--- config.mk ---
export PLATFORM = sky130hd
export DESIGN_NAME = axis_coef_loader
export DESIGN_NICKNAME = d
export VERILOG_FILES = /design/src/rtl/coef_loader_pkg.sv /design/src/rtl/axis_lane_serializer.sv /design/src/rtl/axis_coef_loader.sv
export SDC_FILE = /design/constraint.sdc
export NUM_CORES = 1
export LEC_CHECK = 0
export CORE_ASPECT_RATIO = 0.9
export CORE_MARGIN = 8
export CORE_UTILIZATION = 40
export CTS_BUF_LIST = sky130_fd_sc_hd__clkbuf_8 sky130_fd_sc_hd__clkbuf_16
export DETAILED_ROUTE_END_ITERATION = 8
export GPL_ROUTABILITY_DRIVEN = 1
export PLACE_DENSITY = 0.66
export SYNTH_ARGS = -nofsm -noshare
export SYNTH_HDL_FRONTEND = slang
export SYNTH_HIERARCHICAL = 1
export SYNTH_SLANG_ARGS = --single-unit
--- constraint.sdc ---
create_clock -name aclk -period 6 [get_ports aclk]
set_input_delay 1.2 -clock aclk [delete_from_list [all_inputs] [get_ports aclk]]
set_output_delay 1.2 -clock aclk [all_outputs]
set_load 0.005 [all_outputs]
--- src/rtl/coef_loader_pkg.sv ---
// Shared types and configuration helpers for the coefficient BRAM loader.
// Lane ratio and legality checks are evaluated at elaboration time by the users of this package.
package coef_loader_pkg;

    typedef enum logic [2:0] {
        ST_IDLE  = 3'd0,
        ST_LOAD  = 3'd1,
        ST_PAD   = 3'd2,
        ST_DRAIN = 3'd3,
        ST_DONE  = 3'd4
    } state_e;

    function automatic int lanes_per_beat(input int data_width, input int bram_width);
        return data_width / bram_width;
    endfunction

    // A beat must split into whole BRAM words and a load must hold whole beats.
    function automatic bit cfg_valid(input int data_width, input int bram_width, input int bram_depth);
        if ((bram_width <= 0) || (data_width < bram_width) || (bram_depth <= 0)) begin
            return 1'b0;
        end else if ((data_width % bram_width) != 0) begin
            return 1'b0;
        end else begin
            return ((bram_depth % (data_width / bram_width)) == 0);
        end
    endfunction

endpackage

--- src/rtl/axis_lane_serializer.sv ---
// Splits one DATA_WIDTH beat into BRAM_WIDTH lanes on a registered output, one lane per cycle.
// o_pending counts the lanes of the current beat still to be shown, including the one on o_data.
module axis_lane_serializer
    import coef_loader_pkg::*;
#(
    parameter int DATA_WIDTH = 32,
    parameter int BRAM_WIDTH = 16,
    parameter bit LOW_FIRST  = 1'b1,
    parameter int R          = lanes_per_beat(DATA_WIDTH, BRAM_WIDTH),
    parameter int PW         = $clog2(R + 1)
) (
    input  logic                  aclk,
    input  logic                  rst_n,
    input  logic                  i_load,
    input  logic [DATA_WIDTH-1:0] i_data,
    input  logic                  i_pad,
    output logic [BRAM_WIDTH-1:0] o_data,
    output logic                  o_valid,
    output logic [PW-1:0]         o_pending,
    output logic                  o_emit
);

    logic [DATA_WIDTH-1:0] r_shift;
    logic [BRAM_WIDTH-1:0] r_data;
    logic                  r_valid;
    logic [PW-1:0]         r_pending;

    logic [BRAM_WIDTH-1:0] w_first_lane;
    logic [DATA_WIDTH-1:0] w_load_rest;
    logic [BRAM_WIDTH-1:0] w_next_lane;
    logic [DATA_WIDTH-1:0] w_shift_adv;
    logic                  w_advance;

    assign w_first_lane = LOW_FIRST ? i_data[BRAM_WIDTH-1:0] : i_data[DATA_WIDTH-1 -: BRAM_WIDTH];
    assign w_load_rest  = LOW_FIRST ? (i_data >> BRAM_WIDTH) : (i_data << BRAM_WIDTH);
    assign w_next_lane  = LOW_FIRST ? r_shift[BRAM_WIDTH-1:0] : r_shift[DATA_WIDTH-1 -: BRAM_WIDTH];
    assign w_shift_adv  = LOW_FIRST ? (r_shift >> BRAM_WIDTH) : (r_shift << BRAM_WIDTH);
    assign w_advance    = (r_pending > PW'(1));
    assign o_emit       = i_load | w_advance | i_pad;

    // Output lane register: a new beat preempts nothing because the caller only loads on the last lane.
    always_ff @(posedge aclk or negedge rst_n) begin
        if (!rst_n) begin
            r_shift   <= '0;
            r_data    <= '0;
            r_valid   <= 1'b0;
            r_pending <= '0;
        end else if (i_load) begin
            r_data    <= w_first_lane;
            r_shift   <= w_load_rest;
            r_pending <= PW'(R);
            r_valid   <= 1'b1;
        end else if (w_advance) begin
            r_data    <= w_next_lane;
            r_shift   <= w_shift_adv;
            r_pending <= r_pending - PW'(1);
            r_valid   <= 1'b1;
        end else if (i_pad) begin
            r_data    <= '0;
            r_pending <= '0;
            r_valid   <= 1'b1;
        end else begin
            r_pending <= '0;
            r_valid   <= 1'b0;
        end
    end

    assign o_data    = r_data;
    assign o_valid   = r_valid;
    assign o_pending = r_pending;

endmodule

--- src/rtl/axis_coef_loader.sv ---
// Streams one AXI-stream coefficient frame into exactly BRAM_DEPTH BRAM writes per load,
// zero-padding short frames and discarding (and flagging) the excess of long ones.
module axis_coef_loader
    import coef_loader_pkg::*;
#(
    parameter int DATA_WIDTH = 32,
    parameter int BRAM_WIDTH = 16,
    parameter int BRAM_DEPTH = 1024,
    parameter bit LOW_FIRST  = 1'b1
) (
    input  logic                            aclk,
    input  logic                            aresetn,
    input  logic                            cfg_arm,
    input  logic [DATA_WIDTH-1:0]           s_axis_tdata,
    input  logic                            s_axis_tvalid,
    output logic                            s_axis_tready,
    input  logic                            s_axis_tlast,
    output logic [BRAM_WIDTH-1:0]           m0_tdata,
    output logic                            m0_tvalid,
    output logic                            busy,
    output logic                            load_done,
    output logic                            overflow,
    output logic [$clog2(BRAM_DEPTH+1)-1:0] word_count
);

    localparam int R     = lanes_per_beat(DATA_WIDTH, BRAM_WIDTH);
    localparam int BEATS = BRAM_DEPTH / R;
    localparam int PW    = $clog2(R + 1);
    localparam int WCW   = $clog2(BRAM_DEPTH + 1);
    localparam int BCW   = $clog2(BEATS + 1);

    if (!cfg_valid(DATA_WIDTH, BRAM_WIDTH, BRAM_DEPTH)) begin : g_bad_cfg
        $error("axis_coef_loader: DATA_WIDTH/BRAM_WIDTH/BRAM_DEPTH combination is not legal");
    end

    logic [1:0]     r_rst_sync;
    logic           w_rst_n;

    state_e         r_state;
    logic           r_busy;
    logic           r_load_done;
    logic           r_overflow;
    logic [WCW-1:0] r_word_count;
    logic [BCW-1:0] r_beats;
    logic           r_last_seen;

    logic [PW-1:0]  w_pending;
    logic           w_emit;
    logic           w_tready;
    logic           w_accept;
    logic           w_load;
    logic           w_pad;
    logic           w_lanes_done;
    logic           w_full;

    // Reset synchroniser: assertion is immediate, release is aligned to aclk.
    always_ff @(posedge aclk or negedge aresetn) begin
        if (!aresetn) begin
            r_rst_sync <= 2'b00;
        end else begin
            r_rst_sync <= {r_rst_sync[0], 1'b1};
        end
    end

    assign w_rst_n = r_rst_sync[1];

    // Lanes are finished once the last one is on the output; the next beat may land on that edge.
    assign w_lanes_done = (w_pending <= PW'(1));
    assign w_full       = (r_word_count == WCW'(BRAM_DEPTH));

    assign w_tready = ((r_state == ST_LOAD) && w_lanes_done && (r_beats < BCW'(BEATS)) && !r_last_seen)
                    || (r_state == ST_DRAIN);
    assign w_accept = s_axis_tvalid & w_tready;
    assign w_load   = w_accept & (r_state == ST_LOAD);

    // Padding starts on the very edge LOAD hands over, so the zero words follow without a gap.
    assign w_pad = ((r_state == ST_PAD) && !w_full)
                || ((r_state == ST_LOAD) && r_last_seen && w_lanes_done && !w_full);

    axis_lane_serializer #(
        .DATA_WIDTH (DATA_WIDTH),
        .BRAM_WIDTH (BRAM_WIDTH),
        .LOW_FIRST  (LOW_FIRST),
        .R          (R),
        .PW         (PW)
    ) u_serializer (
        .aclk      (aclk),
        .rst_n     (w_rst_n),
        .i_load    (w_load),
        .i_data    (s_axis_tdata),
        .i_pad     (w_pad),
        .o_data    (m0_tdata),
        .o_valid   (m0_tvalid),
        .o_pending (w_pending),
        .o_emit    (w_emit)
    );

    // Load sequencing FSM with its counters and status flags.
    always_ff @(posedge aclk or negedge w_rst_n) begin
        if (!w_rst_n) begin
            r_state      <= ST_IDLE;
            r_busy       <= 1'b0;
            r_load_done  <= 1'b0;
            r_overflow   <= 1'b0;
            r_word_count <= '0;
            r_beats      <= '0;
            r_last_seen  <= 1'b0;
        end else begin
            r_load_done <= 1'b0;
            if (w_emit) begin
                r_word_count <= r_word_count + WCW'(1);
            end else begin
                r_word_count <= r_word_count;
            end
            case (r_state)
                ST_IDLE: begin
                    if (cfg_arm) begin
                        r_state      <= ST_LOAD;
                        r_busy       <= 1'b1;
                        r_overflow   <= 1'b0;
                        r_word_count <= '0;
                        r_beats      <= '0;
                        r_last_seen  <= 1'b0;
                    end else begin
                        r_state <= ST_IDLE;
                    end
                end
                ST_LOAD: begin
                    if (w_load) begin
                        r_beats     <= r_beats + BCW'(1);
                        r_last_seen <= s_axis_tlast;
                    end else if (r_last_seen && w_lanes_done) begin
                        if (w_full) begin
                            r_state     <= ST_DONE;
                            r_load_done <= 1'b1;
                        end else begin
                            r_state <= ST_PAD;
                        end
                    end else if ((r_beats == BCW'(BEATS)) && w_lanes_done) begin
                        r_state <= ST_DRAIN;
                    end else begin
                        r_state <= ST_LOAD;
                    end
                end
                ST_PAD: begin
                    if (w_full) begin
                        r_state     <= ST_DONE;
                        r_load_done <= 1'b1;
                    end else begin
                        r_state <= ST_PAD;
                    end
                end
                ST_DRAIN: begin
                    if (w_accept) begin
                        r_overflow <= 1'b1;
                        if (s_axis_tlast) begin
                            r_state     <= ST_DONE;
                            r_load_done <= 1'b1;
                        end else begin
                            r_state <= ST_DRAIN;
                        end
                    end else begin
                        r_state <= ST_DRAIN;
                    end
                end
                ST_DONE: begin
                    r_state <= ST_IDLE;
                    r_busy  <= 1'b0;
                end
                default: begin
                    r_state <= ST_IDLE;
                    r_busy  <= 1'b0;
                end
            endcase
        end
    end

    assign s_axis_tready = w_tready;
    assign busy          = r_busy;
    assign load_done     = r_load_done;
    assign overflow      = r_overflow;
    assign word_count    = r_word_count;

endmodule

==> flow_summary.toml <==
[status]
status = "complete, no violations"

[clocking]
htree_levels = 3
ctsResizeCount = 0
cts_root_buf = "clkbuf_8"
hold_buffers = 0
cts_inserted_buffers = 9
clk_latency_ns = 0.33
clk_pin_slew_ns = 0.07
cts_tree = "yes"
cts_buffer_depth = 2
post_cts_buffers = 0
cts_sinks = 65

[yosys]
ys_seq_elements = 65
ys.warnings.count = 6
synth_top_area_share = 0.526
syn_avg_cell_area_sq_um = 10.5
synthTopCellsByArea = "dfrtp_1, a21oi_1, a22o_1"
synthCells = 294
synth_area_sq_mm = 0.00309
synth-seq-area-share = 0.526
yosys.area.top_type = "dfrtp_1"
synth_edf_count = 0
synth_flop_cell = "dfrtp_1"
yosysUniqueCellTypes = 42
synth_nets = 335
async_reset_ff_frac = 1.00

[timing]
fin_skew_ns = 0.0103
period_minus_slack_ns = 3.42
finalHoldViolCount = 0
whs_ns = 0.358
rsz0062_at_grt = "no"
tightest_slew_ns = 0.795
fmax_ghz = 0.293
drv_slew = 0
setup_viol = 0
finalSetupTns_ns = 0
slew-limit-headroom = 0.470
timing.final.crit_share = 0.570

[layout]
finalNetCount = 401
num-fill-cells = 689
layout.cells.non_filler = 461
antenna_cells = 0
mostFrequentLayoutCells = "clkdlybuf4s50_1, dfrtp_1, a21oi_1, nor2_1, nor2b_1"
area_growth_syn_to_layout_pct = 30.4
final_common_cell = "clkdlybuf4s50_1"
final_cell_area_sq_mm = 0.00403
drive_gt1_frac = 0.0795

[place]
hpwlAfterDp_um = 4750
dp_cells = 445
gp_congestion = 0.773
dpl-instance-area_sq_mm = 0.00382
port_buffers = 68

[setup_path]
rrSetupSlack_ns = 3.34
worst-setup-path-type = "input pin to flop"
ff2ff_path_depth = 9
crit_fanout = 58
cp.arrival_ns = 3.63
worstPathRequired_ns = 6.21
endpoint_kind = "flop"
start_kind = "input pin"

[global_route]
grt_usage = 0.145
grt_pass1_wl_um = 12700
gr-total-overflow = 0
grt_max_degree = 64
grt_pass1_vias = 2653
antenna_found_initial = 0

[routing]
detail_route.vias_per_cell = 5.27
wl_um = 7230
vias = 2428
postRouteAntennaNets = 0
dr.first_iter.drc_count = 82
drc = 0
wl_per_cell_um = 15.7
dr.pass1.iters = 4

[floorplan]
coreArea_sq_mm = 0.00751
io_pins = 69
dieArea_sq_mm = 0.0108
die_h_um = 99.4
initial_core_util = 0.412
row_count = 30
die_x_um = 109

[pwr]
p_per_area_mw_per_mm2 = 447
clock_power_share = 0.212
p_leak_nw = 1.72
comb_power_share = 0.396
switchingPower_mw = 0.612
total_power_mw = 1.80
p_sw_frac = 0.340
ir_worst_vdd_uv = 179
power_frac_seq = 0.391
p_int_mw = 1.19

[min_path]
holdPathStages = 0
hold_class = "flop to flop"

[run]
drv_cap = 0
per-layer routing:
metal / wire [um] / up-vias / track usage / part of all wire
met5: 0 / - / 0 / 0
met4: 37 / 0 / 0.0305 / 0.0051
met3: 471 / 4 / 0.0582 / 0.065
met2: 3230 / 58 / 0.220 / 0.45
met1: 3490 / 1187 / 0.189 / 0.48
li1: - / 1179 / - / -
critical path, cell delays in order:
cell and delay, ns:
clkdlybuf4s50_1 0.49, and4bb_2 0.31, nand2_4 0.10, inv_1 0.08, buf_4 0.45, or3_1 0.32
nand2_1 0.17, nor3_1 0.28, xnor2_1 0.16, nor2_1 0.05
worst paths after layout:
check	end	start
max reg2reg	word_count[10]	r_state[2]
min reg2reg	r_rst_sync[1]	r_rst_sync[0]
min in group asynchronous	word_count[0]	r_rst_sync[1]
max in group asynchronous	r_rst_sync[1]	aresetn
min	r_rst_sync[1]	r_rst_sync[0]
max	word_count[10]	s_axis_tvalid
stage by stage:
stage	util	setup WS, ns
3_3_place_gp	0.509	2.33
2_1_floorplan	-	3.14
4_1_cts	0.537	2.57
3_5_place_dp	0.509	2.22
6_report	0.537	2.58
5_1_grt	0.537	2.38
cells by family after synthesis:
logic type                 Yosys count  share of synthesized area
DFF                                 65                      0.526
other                                1                    0.00121
and+or+nand+nor                    116                      0.231
xor gates and xnor gates            11                     0.0312
AOI/OAI and AO/OA                   70                      0.143
buffers and inverters               25                     0.0445
adders and majority gates            4                     0.0162
muxes                                2                    0.00648
power by group through the flow:
stage	sequential, mW	combinational, mW	clock (mW)
floorplan	0.688	0.475	0
global placement	0.708	0.713	0
detailed placement	0.705	0.727	0
CTS	0.704	0.728	0.394
global route	0.726	0.804	0.414
finish	0.704	0.714	0.382
cell usage after synthesis, types with 8 or more instances:
| cell | instances |
|---|---|
| nand3_1 | 9 |
| dfrtp_1 | 65 |
| nand2_1 | 13 |
| or3b_1 | 16 |
| nor2_1 | 20 |
| a22o_1 | 16 |
| nor2b_1 | 18 |
| nand4_1 | 10 |
| a21oi_1 | 32 |
| o21ai_0 | 11 |
| buf_2 | 8 |
area by class of cell:
cell class	count	area [sq um]	area share
Tap cell	96	120	0.0298
Clock buffer	12	165	0.0410
Clock inverter	4	42.5	0.0106
Multi-Input combinational cell	204	1330	0.330
Timing Repair Buffer	73	718	0.178
Inverter	7	26.3	0.00652
Sequential cell	65	1630	0.404
state kept, by name, indices dropped and copies added (netlist names):
register / cells
busy: 1
load_done: 1
overflow: 1
r_beats: 10
r_last_seen: 1
r_rst_sync: 2
r_state: 3
u_serializer/o_data: 16
u_serializer/o_pending: 2
u_serializer/o_valid: 1
u_serializer/r_shift: 16
word_count: 11
Note: power is estimated with default switching activity, not from simulation.
